### src/rtl/alu_sched_pkg.sv
// Shared state encodings, command word layout and the command validity rule
// for the ALU command scheduler.
package alu_sched_pkg;

  localparam logic [2:0] ST_IDLE   = 3'd0;
  localparam logic [2:0] ST_SETUP  = 3'd1;
  localparam logic [2:0] ST_ACCESS = 3'd2;
  localparam logic [2:0] ST_SETTLE = 3'd3;
  localparam logic [2:0] ST_DONE   = 3'd4;

  localparam logic [3:0] OP_ADD1 = 4'h1;
  localparam logic [3:0] OP_ADD2 = 4'h2;
  localparam logic [3:0] OP_SUB1 = 4'h3;
  localparam logic [3:0] OP_SUB2 = 4'h4;
  localparam logic [3:0] OP_SHL  = 4'h5;
  localparam logic [3:0] OP_SHR  = 4'h6;
  localparam logic [3:0] OP_AND  = 4'h7;
  localparam logic [3:0] OP_OR   = 4'h8;
  localparam logic [3:0] OP_COMP = 4'h9;

  localparam int OPC_MSB   = 31;
  localparam int OPC_LSB   = 28;
  localparam int SHAMT_MSB = 27;
  localparam int SHAMT_LSB = 26;
  localparam int CONST_MSB = 25;
  localparam int CONST_LSB = 22;
  localparam int OP2_MSB   = 21;
  localparam int OP2_LSB   = 14;
  localparam int OP1_MSB   = 13;
  localparam int OP1_LSB   = 6;
  localparam int ADDR_MSB  = 5;
  localparam int ADDR_LSB  = 0;

  // Highest ALU register address a command may target.
  localparam logic [5:0] MAX_ADDR = 6'd15;

  typedef struct packed {
    logic [3:0] opc;
    logic [1:0] shamt;
    logic [3:0] cnst;
    logic [7:0] op2;
    logic [7:0] op1;
    logic [5:0] addr;
  } alu_cmd_t;

  function automatic logic cmd_valid(input logic [3:0] opc, input logic [5:0] addr);
    return (opc >= OP_ADD1) && (opc <= OP_COMP) && (addr <= MAX_ADDR);
  endfunction

endpackage

### src/rtl/alu_rr_picker.sv
// Combinational round-robin picker: first set request at or after ptr,
// wrapping around, as one-hot, index and an any-request flag.
module alu_rr_picker
  import alu_sched_pkg::*;
#(
  parameter int NUM_REQ = 4,
  parameter int IDX_W   = 2
) (
  input  logic [NUM_REQ-1:0] req,
  input  logic [IDX_W-1:0]   ptr,
  output logic [NUM_REQ-1:0] onehot,
  output logic [IDX_W-1:0]   idx,
  output logic               any
);

  always_comb begin
    int j;
    j      = 0;
    onehot = '0;
    idx    = '0;
    any    = 1'b0;
    for (int k = 0; k < NUM_REQ; k++) begin
      j = int'(ptr) + k;
      if (j >= NUM_REQ) j = j - NUM_REQ;
      if (!any && req[j]) begin
        any       = 1'b1;
        onehot[j] = 1'b1;
        idx       = IDX_W'(j);
      end
    end
  end

endmodule

### src/rtl/alu_cmd_scheduler.sv
// Round-robin scheduler sharing one ALU APB slave among NUM_REQ requesters.
// Optional ACCESS-phase timeout enabled by defining ALU_SCHED_TIMEOUT_EN.
module alu_cmd_scheduler
  import alu_sched_pkg::*;
#(
  parameter int          NUM_REQ  = 4,
  parameter int          ALU_LAT  = 4,
  parameter logic [31:0] APB_ADDR = 32'h0,
  parameter int          TIMEOUT  = 16
) (
  input  logic                    clk,
  input  logic                    reset,
  input  logic [NUM_REQ-1:0]      req,
  input  logic [NUM_REQ*32-1:0]   req_cmd,
  output logic [NUM_REQ-1:0]      gnt,
  output logic [NUM_REQ-1:0]      done,
  output logic                    err,
  output logic                    busy,
  output logic                    psel,
  output logic                    penable,
  output logic                    pwrite,
  output logic [31:0]             paddr,
  output logic [31:0]             pwdata,
  input  logic                    pready,
  input  logic                    pslverr
);

  localparam int IDX_W = $clog2(NUM_REQ);
  localparam int SET_W = (ALU_LAT > 1) ? $clog2(ALU_LAT) : 1;
  localparam logic [SET_W-1:0] SETTLE_LOAD = SET_W'(ALU_LAT - 1);

  if (NUM_REQ < 2 || NUM_REQ > 8 || ALU_LAT < 1 || TIMEOUT < 1) begin : g_param_check
    $error("alu_cmd_scheduler: parameter out of range");
  end

  logic [2:0]         state;
  logic [IDX_W-1:0]   ptr;
  logic [NUM_REQ-1:0] owner_oh;
  logic [SET_W-1:0]   settle_cnt;
  logic               err_cap;

  logic [NUM_REQ-1:0] pick_onehot;
  logic [IDX_W-1:0]   pick_idx;
  logic               pick_any;
  logic [IDX_W-1:0]   next_ptr;
  alu_cmd_t           sel_cmd;

`ifdef ALU_SCHED_TIMEOUT_EN
  localparam int TO_W = (TIMEOUT > 1) ? $clog2(TIMEOUT) : 1;
  localparam logic [TO_W-1:0] TO_LAST = TO_W'(TIMEOUT - 1);
  logic [TO_W-1:0] access_cnt;
`endif

  alu_rr_picker #(
    .NUM_REQ (NUM_REQ),
    .IDX_W   (IDX_W)
  ) u_picker (
    .req    (req),
    .ptr    (ptr),
    .onehot (pick_onehot),
    .idx    (pick_idx),
    .any    (pick_any)
  );

  always_comb begin
    sel_cmd = '0;
    for (int i = 0; i < NUM_REQ; i++) begin
      if (pick_onehot[i]) sel_cmd = req_cmd[32*i +: 32];
    end
  end

  assign next_ptr = (pick_idx == IDX_W'(NUM_REQ - 1)) ? '0 : pick_idx + IDX_W'(1);
  assign busy     = (state != ST_IDLE);
  assign paddr    = psel ? APB_ADDR : 32'h0;

  // gnt/done/err are single-cycle pulses, so they fall back to 0 unless set below.
  always_ff @(posedge clk) begin
    if (reset) begin
      state      <= ST_IDLE;
      ptr        <= '0;
      owner_oh   <= '0;
      settle_cnt <= '0;
      err_cap    <= 1'b0;
      gnt        <= '0;
      done       <= '0;
      err        <= 1'b0;
      psel       <= 1'b0;
      penable    <= 1'b0;
      pwrite     <= 1'b0;
      pwdata     <= '0;
`ifdef ALU_SCHED_TIMEOUT_EN
      access_cnt <= '0;
`endif
    end else begin
      gnt  <= '0;
      done <= '0;
      err  <= 1'b0;
      case (state)
        ST_IDLE: begin
          if (pick_any) begin
            owner_oh <= pick_onehot;
            gnt      <= pick_onehot;
            ptr      <= next_ptr;
            if (cmd_valid(sel_cmd.opc, sel_cmd.addr)) begin
              state  <= ST_SETUP;
              psel   <= 1'b1;
              pwrite <= 1'b1;
              pwdata <= sel_cmd;
            end else begin
              state <= ST_DONE;
              done  <= pick_onehot;
              err   <= 1'b1;
            end
          end
        end
        ST_SETUP: begin
          state   <= ST_ACCESS;
          penable <= 1'b1;
`ifdef ALU_SCHED_TIMEOUT_EN
          access_cnt <= '0;
`endif
        end
        ST_ACCESS: begin
          if (pready) begin
            state      <= ST_SETTLE;
            psel       <= 1'b0;
            penable    <= 1'b0;
            pwrite     <= 1'b0;
            err_cap    <= pslverr;
            settle_cnt <= SETTLE_LOAD;
          end
`ifdef ALU_SCHED_TIMEOUT_EN
          else if (access_cnt == TO_LAST) begin
            state   <= ST_DONE;
            psel    <= 1'b0;
            penable <= 1'b0;
            pwrite  <= 1'b0;
            done    <= owner_oh;
            err     <= 1'b1;
          end else begin
            access_cnt <= access_cnt + TO_W'(1);
          end
`endif
        end
        ST_SETTLE: begin
          if (settle_cnt == '0) begin
            state <= ST_DONE;
            done  <= owner_oh;
            err   <= err_cap;
          end else begin
            settle_cnt <= settle_cnt - SET_W'(1);
          end
        end
        ST_DONE: state <= ST_IDLE;
        default: state <= ST_IDLE;
      endcase
    end
  end

endmodule
### config.mk
export PLATFORM = sky130hd
export DESIGN_NAME = alu_cmd_scheduler
export DESIGN_NICKNAME = d
export VERILOG_FILES = /design/src/rtl/alu_sched_pkg.sv /design/src/rtl/alu_rr_picker.sv /design/src/rtl/alu_cmd_scheduler.sv
export SDC_FILE = /design/constraint.sdc
export NUM_CORES = 1
export LEC_CHECK = 0
export CAP_MARGIN = 20
export CORE_MARGIN = 8
export CORE_UTILIZATION = 41
export CTS_BUF_LIST = sky130_fd_sc_hd__clkbuf_8 sky130_fd_sc_hd__clkbuf_16
export DETAILED_ROUTE_END_ITERATION = 10
export GPL_TIMING_DRIVEN = 1
export PLACE_DENSITY = 0.94
export SYNTH_ARGS = -nofsm -noshare
export SYNTH_HDL_FRONTEND = slang
export SYNTH_SLANG_ARGS = --single-unit
### constraint.sdc
create_clock -name clk -period 4.9 [get_ports clk]
set_input_delay 1.225 -clock clk [delete_from_list [all_inputs] [get_ports clk]]
set_output_delay 1.225 -clock clk [all_outputs]
set_load 0.02 [all_outputs]
# After elaboration in Yosys (flattened, before gate mapping)
# Index checks and enable logic that the tools add are counted.
# W data, S select, Z words.
# totals
reg_bits,55
latchBits,0
mem_bits_rw,0
rom_bits,0
in_bits,136
output_inout_bits,77
elab_cells,137
mem_count,0
# classes
addsub,9
mul,0
n_div,0
magnitude_cmp,15
n_eq_ne,9
n_shift,0
mux,62
n_bitwise,5
n_reduce_logical,26
# op_table
op,n
$mux W32,8
$ge A32 B1 Y1 const B,4
$lt A32 B4 Y1 const B,4
$ge A32 B4 Y1 const B,3
$sub A32 B4 Y32 const B,3
$mux W4,7
$mux W1,22
$mux W2,7
$mux W3,4
$or A4 B4 Y4,3
$pmux W3 S4,1
$ne A2 B2 Y1 const B,5
$logic_and A1 B1 Y1,9
$reduce_and A3 Y1,3
$bmux W1 S2,4
$demux W1 S2,4
$pmux W4 S2,1
$add A2 B2 Y3 const B,2
$eq A3 B2 Y1 const B,2
$le A6 B4 Y1 const B,1
$pmux W1 S2,3
$reduce_and A2 Y1,3
$reduce_bool A2 Y1,3
$ge A4 B1 Y1 const B,1
other kinds (16),19

# Logic depth before layout (Yosys ltp)
# Gate-level depths: netlist (run 1).
# logic_depth
ltp_word,25
depth_mapped,16
ltp_nobuf,11

# By module
# A second synthesis (run 1) with hierarchy kept.
# hier_totals
hier_cells,440
area_unflattened_um2,3911.3
# by_module_without_submodules
mod,n_inst,cells_each,area_per_inst_um2,seq_area_each_um2
alu_cmd_scheduler,1,392,3450.8,1101.1
alu_rr_picker,1,48,460.4,0.0

# Least setup slack after synthesis (run 1)
# OpenSTA, ideal clock, no wires.
# synth_path
kind,input -> register
from,input req[1]
to,register pwdata[10]
setup_ns,0.121
t_arrival_ns,3.947
t_required_ns,4.779
setup_slack_ns,0.832
path_stages,10
n_path_buf,2
path_cell_list,mux4_2 -> nor4b_4 -> a22oi_2 -> o311a_1 -> o31a_1 -> and2_4 -> and3_4 -> buf_6 -> buf_6 -> mux2_4
# synth_via
elab_chain_len,21
word_cells_on_any_way,39
classes_between,order compare: 3; mux: 24; bitwise: 3; reduce/logical: 9
# synth_lines
element,line_no,source
from (decl),alu_cmd_scheduler.sv:13,"input logic [NUM_REQ-1:0] req,"
$bmux W1 S2,alu_rr_picker.sv:25,if (!any && req[j]) begin
$mux W1 (implied by the code) (2 in a row),alu_rr_picker.sv:25,
$mux W1,alu_rr_picker.sv:25,
$logic_not A1 Y1,alu_rr_picker.sv:25,
$logic_and A1 B1 Y1,alu_rr_picker.sv:25,
$mux W1,alu_rr_picker.sv:25,
$logic_not A1 Y1,alu_rr_picker.sv:25,
$logic_and A1 B1 Y1,alu_rr_picker.sv:25,
$mux W1,alu_rr_picker.sv:25,
$logic_not A1 Y1,alu_rr_picker.sv:25,
$logic_and A1 B1 Y1,alu_rr_picker.sv:25,
$mux W4,alu_rr_picker.sv:25,
$mux W32 (4 in a row),alu_cmd_scheduler.sv:68,if (pick_onehot[i]) sel_cmd = req_cmd[32*i +: 32];
$ge A4 B1 Y1 / $le A4 B4 Y1 (equally long branches),alu_sched_pkg.sv:47,return (opc >= OP_ADD1) && (opc <= OP_COMP) && (addr <= MAX_ADDR);
$logic_and A1 B1 Y1 (2 in a row),alu_sched_pkg.sv:47,
$reduce_and A3 Y1 (no line),-,
to (signal assigned),alu_cmd_scheduler.sv:108,pwdata <= sel_cmd;
to (decl),alu_cmd_scheduler.sv:23,"output logic [31:0] pwdata,"
# Several ways; a longest one is shown, not always the timed one. The select of a mux whose other input is x is not followed.
# A chain may end at the register's enable or synchronous reset.

# Final worst setup path (run 1)
# layout_path
from,input req[3]
to,register pwdata[17]
# The elaborated chain is that of the path after synthesis.

==> metrics.md, run 1 <==
| Metric | Value |
|---|---|
| Post-route ant nets | `0` |
| TritonCTS clock tree | `yes` |
| IO Port Bufs | `180` |
| CP Data Arrival Time | `around 4.8 ns` |
| Placed wire-length estimate | `between 10,000 and 15,000 um` |
| Async S/R FF share, synth | `0%` |
| Synthesized area | `~4200 um^2` |
| VDD IR-drop max | `about 0.00034 V` |
| FF+latch count, synth | `55` |
| IO Count | `about 210` |
| Critical path class | `primary input to flip-flop` |
| CTS root buffer | `clkbuf_8` |
| Drt first pass iters | `6` |
| Post-synth EDFFs | `0` |
| # DRC | `0` |
| ANT cells | `0` |
| Dominant cells by area after synthesis | `dfxtp_1 (26%), mux2_4 (8.6%), nand2_1 (7.9%)` |
| Combinational share of power | `between 70 and 80%` |
| Setup violators final | `0` |
| Crit Reg-Reg Endpoint | `pwdata[17]$_SDFFE_PP0P_` |
| Crit. End Element | `flip-flop` |
| Worst-Margin Slew | `about 0.65 ns` |
| Sw Share | `between 40% and 50%` |
| Synth cell types | `56` |
| Share of cells above drive strength 1 | `10.61%` |
| Family with the most delay on the worst path | `buffers and inverters` |
| Setup Skew | `about 0.011 ns` |
| Seq/Total Area, Yosys | `a little over a quarter` |
| Vias in the first global route | `around 4,400` |
| Max transition margin | `between 50% and 60%` |
| Layout area overhead | `45.86%` |
| Final WL | `15,050 um` |
| First-pass GRT wire length | `approximately 23,000 um` |
| First-iteration detailed-routing DRC count | `between 300 and 400` |
| Pwr dens | `550.9 nW/um^2` |
| Yosys warns | `0` |
| CTS H-tree lvls | `2` |
| Final worst path period share | `just over 90%` |
| Die width | `between 100 and 150 um` |
| Critical path's largest stage delay | `around 0.6 ns` |
| Final Max Tran Viols | `0` |
| Hold EP | `pwdata[4]$_SDFFE_PP0P_` |
| Internal power | `around 1.8 mW` |
| Fin area | `slightly above 6000 um^2` |
| Sink Count | `between 50 and 60` |
| Fin worst setup slack | `0.3298 ns` |
| Min-Delay Startpoint | `pwdata[4]$_SDFFE_PP0P_` |
| Clock Tree Buf Depth | `2` |
| Die height | `116.8 um` |
| Antenna violations before repair | `0` |
| Full die area | `~14,000 um^2` |
| Core ar. | `10,090 um^2` |
| MaxCap Viol Count | `0` |
| Setup TNS | `0 ns` |
| Avg Cell Area, Syn | `around 8 um^2` |
| Grt ovf | `0` |
| Area leader, netlist | `dfxtp_1` |
| DR vias/cell | `between 5 and 6` |
| Worst-Skew Late Latency | `0.31 ns` |
| Nets | `811` |
| Clock Pin Slew Worst Setup and Hold Paths | `between 0.1 and 0.15 ns` |
| Min-delay worst type | `flip-flop to flip-flop` |
| Clock group share of total power | `under 10%` |
| Initial core utilization | `between 40% and 50%` |
| Crit path cell chain | `clkdlybuf4s50_1 -> mux4_2 -> nor4b_4 -> buf_4 -> a22o_2 -> o311ai_1 -> a21boi_1 -> a21o_1 -> and3_4 -> buf_4 -> mux2_4` |
| Outcome | `finished clean` |
| Top cell type's share of synthesized area | `about a quarter` |
| CP startpoint kind | `primary input` |
| CP max FO | `12` |
| Final Wtd Congestion | `0.9982` |
| Required @ worst endpoint | `5.11 ns` |
| Pre-CTS setup slack | `between 0.05 and 0.06 ns` |
| Final Util | `between 60% and 70%` |
| Cell depth of the worst hold path | `1` |
| Worst Path Buf+Inv | `3` |
| Ys flop type | `dfxtp_1` |
| Pin count of the biggest net entering global routing | `47` |
| Psw | `approximately 1.6 mW` |
| Post-Syn Instances | `506` |
| Hold Buf Count CTS | `0` |
| Reg-to-reg slack, setup | `between 0.5 and 0.6 ns` |
| Leakage power | `about 2.3 nW` |
| Reg power frac | `approximately 18%` |
| Placed Area | `between 5000 and 6000 um^2` |
| Post-CTS Resized | `0` |
| Layout fillers | `between 900 and 1,000` |
| GRT Util Overall | `a little over a fifth` |
| Most used cell, CP | `buf_4` |
| TritonCTS Buffers | `5` |
| Reg2Reg Depth | `13` |
| Row count | `37` |
| Slowest-stage cell, CP | `mux4_2` |
| Final min period | `4.570 ns` |
| Hold Vio Cnt, Final | `0` |
| Via Count | `approximately 4,300` |
| Wire per inst | `~19 um` |
| Critical path depth | `11` |
| Setup Fix Bufs, Post-CTS | `0` |
| Fmax | `roughly 0.22 GHz` |
| Unrepaired setup endpoints after global routing | `no` |
==> power groups by stage <==
stage | Clock (mW) | Sequential (mW) | Combinational [mW]
2_1_floorplan | 0 | 0.682 | 1.73
3_3_place_gp | 0 | 0.609 | 2.39
3_5_place_dp | 0 | 0.612 | 2.46
4_1_cts | 0.281 | 0.604 | 2.47
5_1_grt | 0.302 | 0.612 | 2.68
6_report | 0.275 | 0.604 | 2.47
==> worst max-delay path by stage <==
stage	startpoint	endpoint
global route	req[2]	pwdata[26]$_SDFFE_PP0P_
CTS	req[3]	pwdata[23]$_SDFFE_PP0P_
detailed placement	req[3]	pwdata[17]$_SDFFE_PP0P_
finish	req[3]	pwdata[17]$_SDFFE_PP0P_
global placement	req[1]	pwdata[23]$_SDFFE_PP0P_
floorplan	req[1]	pwdata[10]$_SDFFE_PP0P_
==> placed cells by master (no fill, tap or decap), drive strengths merged, types with 2 or more instances in the layout <==
cell             n
a211o            2
a211oi          10
a21o             2
a21oi           36
a221oi           3
a22o             5
a22oi            5
a31oi            8
and2             3
and3             4
buf             18
clkbuf           5
clkdlybuf4s50  179
conb            32
dfxtp           55
ha               7
inv             13
mux2            29
mux2i            6
mux4             4
nand2           88
nand2b           6
nand3            2
nand3b           3
nor2            19
nor2b           27
nor3             7
nor3b           31
o21a             3
o21ai            4
o221ai          27
o22ai            5
o311ai           3
o32ai            2
==> per-layer routing <==
layer / global-route usage [%] / vias to the layer above / routed length, um
met4: 9.215 / 0 / 648
met5: 0 / - / 0
li1: - / 2082 / -
met2: 36.73 / 182 / 7604
met3: 5.182 / 39 / 1043
met1: 24.72 / 2035 / 5753
==> cell type report <==
cell class | instances | area [um^2] | share of cell area, %
Timing Repair Buffer | 197 | 1937 | 31.85
Multi-Input combinational cell | 398 | 2729 | 44.88
Tap cell | 136 | 170.2 | 2.798
Clock buffer | 5 | 68.82 | 1.132
Sequential cell | 55 | 1101 | 18.11
Clock inverter | 3 | 33.78 | 0.5556
Inverter | 11 | 41.29 | 0.6790
==> synthesized netlist by cell type, types with 4 or more instances <==
master    count
inv_1        11
buf_1         6
a21oi_1      36
o22ai_1       5
ha_1          7
a211oi_1     10
buf_6         5
mux2_4       24
o21ai_0       4
mux4_2        4
o221ai_1     26
nor3_1        7
nand2_1      88
a22o_1        5
clkbuf_1     24
a31oi_1       8
dfxtp_1      55
nand2b_1      6
nor2b_1      27
mux2i_1       6
buf_2         4
nor2_1       19
nor3b_1      31
mux2_2        5
buf_4        34
==> metrics by stage <==
step / hold slack [ns] / total power [mW] / instances
6_report: 0.4872 / 3.350 / 805
5_1_grt: 0.5122 / 3.594 / 805
4_1_cts: 0.4907 / 3.350 / 805
3_5_place_dp: 0.4721 / 3.068 / 797
3_3_place_gp: 0.4551 / 3.003 / 797
2_1_floorplan: 0.4430 / 2.416 / 537
==> sequential cells by signal (all words and copies together), names as in the netlist, named ones only <==
register,count
done,4
err,1
err_cap,1
gnt,4
owner_oh,4
penable,1
ptr,1
pwdata,32
pwrite,1
settle_cnt,2
state,3
==> logic make-up after synthesis <==
kind of cell / synth area share [%]
multiplexers: 13.60
AO/OA/AOI/OAI: 21.70
flip-flops: 26.41
AND/OR/NAND/NOR: 24.04
buffers and inverters: 11.64
adder cells (fa/ha/maj): 2.101
XOR/XNOR: 0.4202
other: 0.08995
No activity file was read; power rests on OpenSTA's default activity.
==> run 2, diff against run 1 <==
--- a/config.mk
+++ b/config.mk
@@ -6,7 +6,6 @@
 export NUM_CORES = 1
 export LEC_CHECK = 0
 export CAP_MARGIN = 20
-export CORE_MARGIN = 8
 export CORE_UTILIZATION = 41
 export CTS_BUF_LIST = sky130_fd_sc_hd__clkbuf_8 sky130_fd_sc_hd__clkbuf_16
 export DETAILED_ROUTE_END_ITERATION = 10
==> run 2 against run 1 <==
Net effect:
- clock skew rose by 0.00092 ns
- clock-buffer cell count did not move
- sequential power rose by 1%
- non-clock buffer count rose by 4
- power rose by 1.9%
- critical path type unchanged
- largest cell class unchanged
- largest power group unchanged
==> metrics.md, run 2 (synthesis gave the netlist of run 1 again) <==
| Metric | Value |
|---|---|
| Full die area | `10,580 um^2` |
| # DRC | `0` |
| Nets | `815` |
| Final worst path period share | `between 90 and 100%` |
| ANT cells | `0` |
| MaxCap Viol Count | `0` |
| IO Count | `approximately 210` |
| Max transition margin | `between 40% and 50%` |
| Critical path class | `primary input to flip-flop` |
| Setup Fix Bufs, Post-CTS | `0` |
| Die height | `approximately 100 um` |
| First-pass GRT wire length | `~20,000 um` |
| Drt first pass iters | `4` |
| Internal power | `around 1.8 mW` |
| Combinational share of power | `between 70% and 80%` |
| Final Max Tran Viols | `0` |
| Total power | `between 3 and 4 mW` |
| Clock Tree Buf Depth | `2` |
| Register Area | `1101 um^2` |
| Vias in the first global route | `4,023` |
| Worst-Margin Slew | `about 0.82 ns` |
| Sw Share | `46.13%` |
| Layout fillers | `834` |
| Fmax | `0.2212 GHz` |
| Post-route ant nets | `0` |
| Pwr dens | `558.1 nW/um^2` |
| Placed Area | `~6000 um^2` |
| CP Data Arrival Time | `4.72 ns` |
| Crit. End Element | `flip-flop` |
| Setup TNS | `0 ns` |
| Min-delay worst type | `flip-flop to flip-flop` |
| Clock group share of total power | `just under 9%` |
| Pin count of the biggest net entering global routing | `51` |
| Psw | `1.574 mW` |
| TritonCTS Buffers | `5` |
| GRT Util Overall | `24.15%` |
| Final WL | `around 13,000 um` |
| Fin worst setup slack | `0.3784 ns` |
| Worst-Skew Late Latency | `roughly 0.3 ns` |
| Area of the multi-input gates | `2729 um^2` |
| Required @ worst endpoint | `just over 5 ns` |
| Reg power frac | `17.9%` |
| IO Port Bufs | `180` |
| Most frequent cells in the layout | `clkdlybuf4s50_1 (179), nand2_1 (88), dfxtp_1 (55), a21oi_1 (35), conb_1 (32)` |
| Core ar. | `slightly below 10,000 um^2` |
| CTS root buffer | `clkbuf_8` |
| Antenna violations before repair | `0` |
| Unrepaired setup endpoints after global routing | `no` |
| CP max FO | `12` |
| Clock Pin Slew Worst Setup and Hold Paths | `0.10 ns` |
| Reg-to-reg slack, setup | `between 0.5 and 0.6 ns` |
| Hold Vio Cnt, Final | `0` |
| Wire per inst | `approximately 17 um` |
| Setup violators final | `0` |
| Hold EP | `pwdata[4]$_SDFFE_PP0P_` |
| TritonCTS clock tree | `yes` |
| DR vias/cell | `~5.4` |
| CP startpoint kind | `primary input` |
| Placed wire-length estimate | `~11,000 um` |
| Hold Buf Count CTS | `0` |
| CTS H-tree lvls | `2` |
| Pre-CTS setup slack | `approximately 0.094 ns` |
| Hold slack | `approximately 0.49 ns` |
| Setup Skew | `around 0.012 ns` |
| Grt ovf | `0` |
| Share of cells above drive strength 1 | `11.00%` |
| Commonest non-fill, non-tap cell in the layout | `clkdlybuf4s50_1` |
| Via Count | `approximately 4,400` |
| Min-Delay Startpoint | `pwdata[4]$_SDFFE_PP0P_` |
| Row count | `36` |
| Die width | `around 100 um` |
| Register with the most flip-flops | `pwdata` |
| Final min period | `about 4.5 ns` |
| FF-to-FF Start | `ptr[1]$_SDFFE_PP0P_` |
| First-iteration detailed-routing DRC count | `297` |
| Final Wtd Congestion | `0.9161` |
| Post-CTS Resized | `0` |
| Fin area | `approximately 6000 um^2` |
| Sink Count | `55` |
| VDD IR-drop max | `approximately 0.00027 V` |
| Cell depth of the worst hold path | `1` |
| Reg2Reg Depth | `12` |
| Layout area overhead | `46.70%` |
| Outcome | `finished clean` |
| Leakage power | `approximately 2.4 nW` |
| Crit Reg-Reg Endpoint | `pwdata[23]$_SDFFE_PP0P_` |
| Max reg flops | `32` |
| Initial core utilization | `between 40% and 50%` |
==> run 2: area by class of cell <==
class,instances,area share [%]
Multi-Input combinational cell,398,44.62
Inverter,11,0.6751
Sequential cell,55,18.00
Clock buffer,5,1.125
Tap cell,133,2.721
Clock inverter,3,0.6956
Timing Repair Buffer,201,32.16
==> run 2: how the worst max path moves through the flow <==
stage / startpoint / to / slack [ns] / cells after the start
finish: req[2] / pwdata[23]$_SDFFE_PP0P_ / 0.38 / 11
detailed placement: req[2] / pwdata[20]$_SDFFE_PP0P_ / 0.09 / 10
global placement: req[3] / pwdata[26]$_SDFFE_PP0P_ / 0.21 / 10
floorplan: req[1] / pwdata[10]$_SDFFE_PP0P_ / 0.83 / 10
CTS: req[2] / pwdata[23]$_SDFFE_PP0P_ / 0.42 / 10
global route: req[1] / pwdata[23]$_SDFFE_PP0P_ / 0.22 / 11
==> run 2: power groups by stage <==
| stage | Clock (mW) | Combinational [mW] | Sequential (mW) |
|---|---|---|---|
| 2_1_floorplan | 0 | 1.73 | 0.682 |
| 5_1_grt | 0.321 | 2.70 | 0.620 |
| 3_3_place_gp | 0 | 2.39 | 0.615 |
| 3_5_place_dp | 0 | 2.47 | 0.617 |
| 4_1_cts | 0.304 | 2.48 | 0.609 |
| 6_report | 0.299 | 2.50 | 0.610 |
==> run 2: metal layers <==
| layer | wire [um] | GRT usage, % |
|---|---|---|
| met1 | 5614 | 31.09 |
| met2 | 6751 | 41.28 |
| met3 | 748 | 3.864 |
| met4 | 337 | 7.692 |
| met5 | 0 | 0 |
==> run 2: per-stage QoR <==
stage	utilization [%]	cells
2_1_floorplan	-	537
3_3_place_gp	61.15	798
3_5_place_dp	61.15	798
4_1_cts	62.28	806
5_1_grt	62.28	806
6_report	62.28	806
==> run 2: critical path, stage by stage <==
cell	delay, ns
clkdlybuf4s50_1	0.55
mux4_2	0.62
nor4b_4	0.35
buf_4	0.23
a22o_2	0.25
o311a_1	0.23
o31a_1	0.19
and2_4	0.19
and3_4	0.34
buf_4	0.22
mux2_4	0.31
==> run 3, diff against run 2 <==
--- a/config.mk
+++ b/config.mk
@@ -8,6 +8,7 @@
 export CAP_MARGIN = 20
 export CORE_UTILIZATION = 41
 export CTS_BUF_LIST = sky130_fd_sc_hd__clkbuf_8 sky130_fd_sc_hd__clkbuf_16
+export CTS_CLUSTER_DIAMETER = 120
 export DETAILED_ROUTE_END_ITERATION = 10
 export GPL_TIMING_DRIVEN = 1
 export PLACE_DENSITY = 0.94
==> results of run 3 <==
The final DEF is identical to that of run 2; final timing and power are the same.
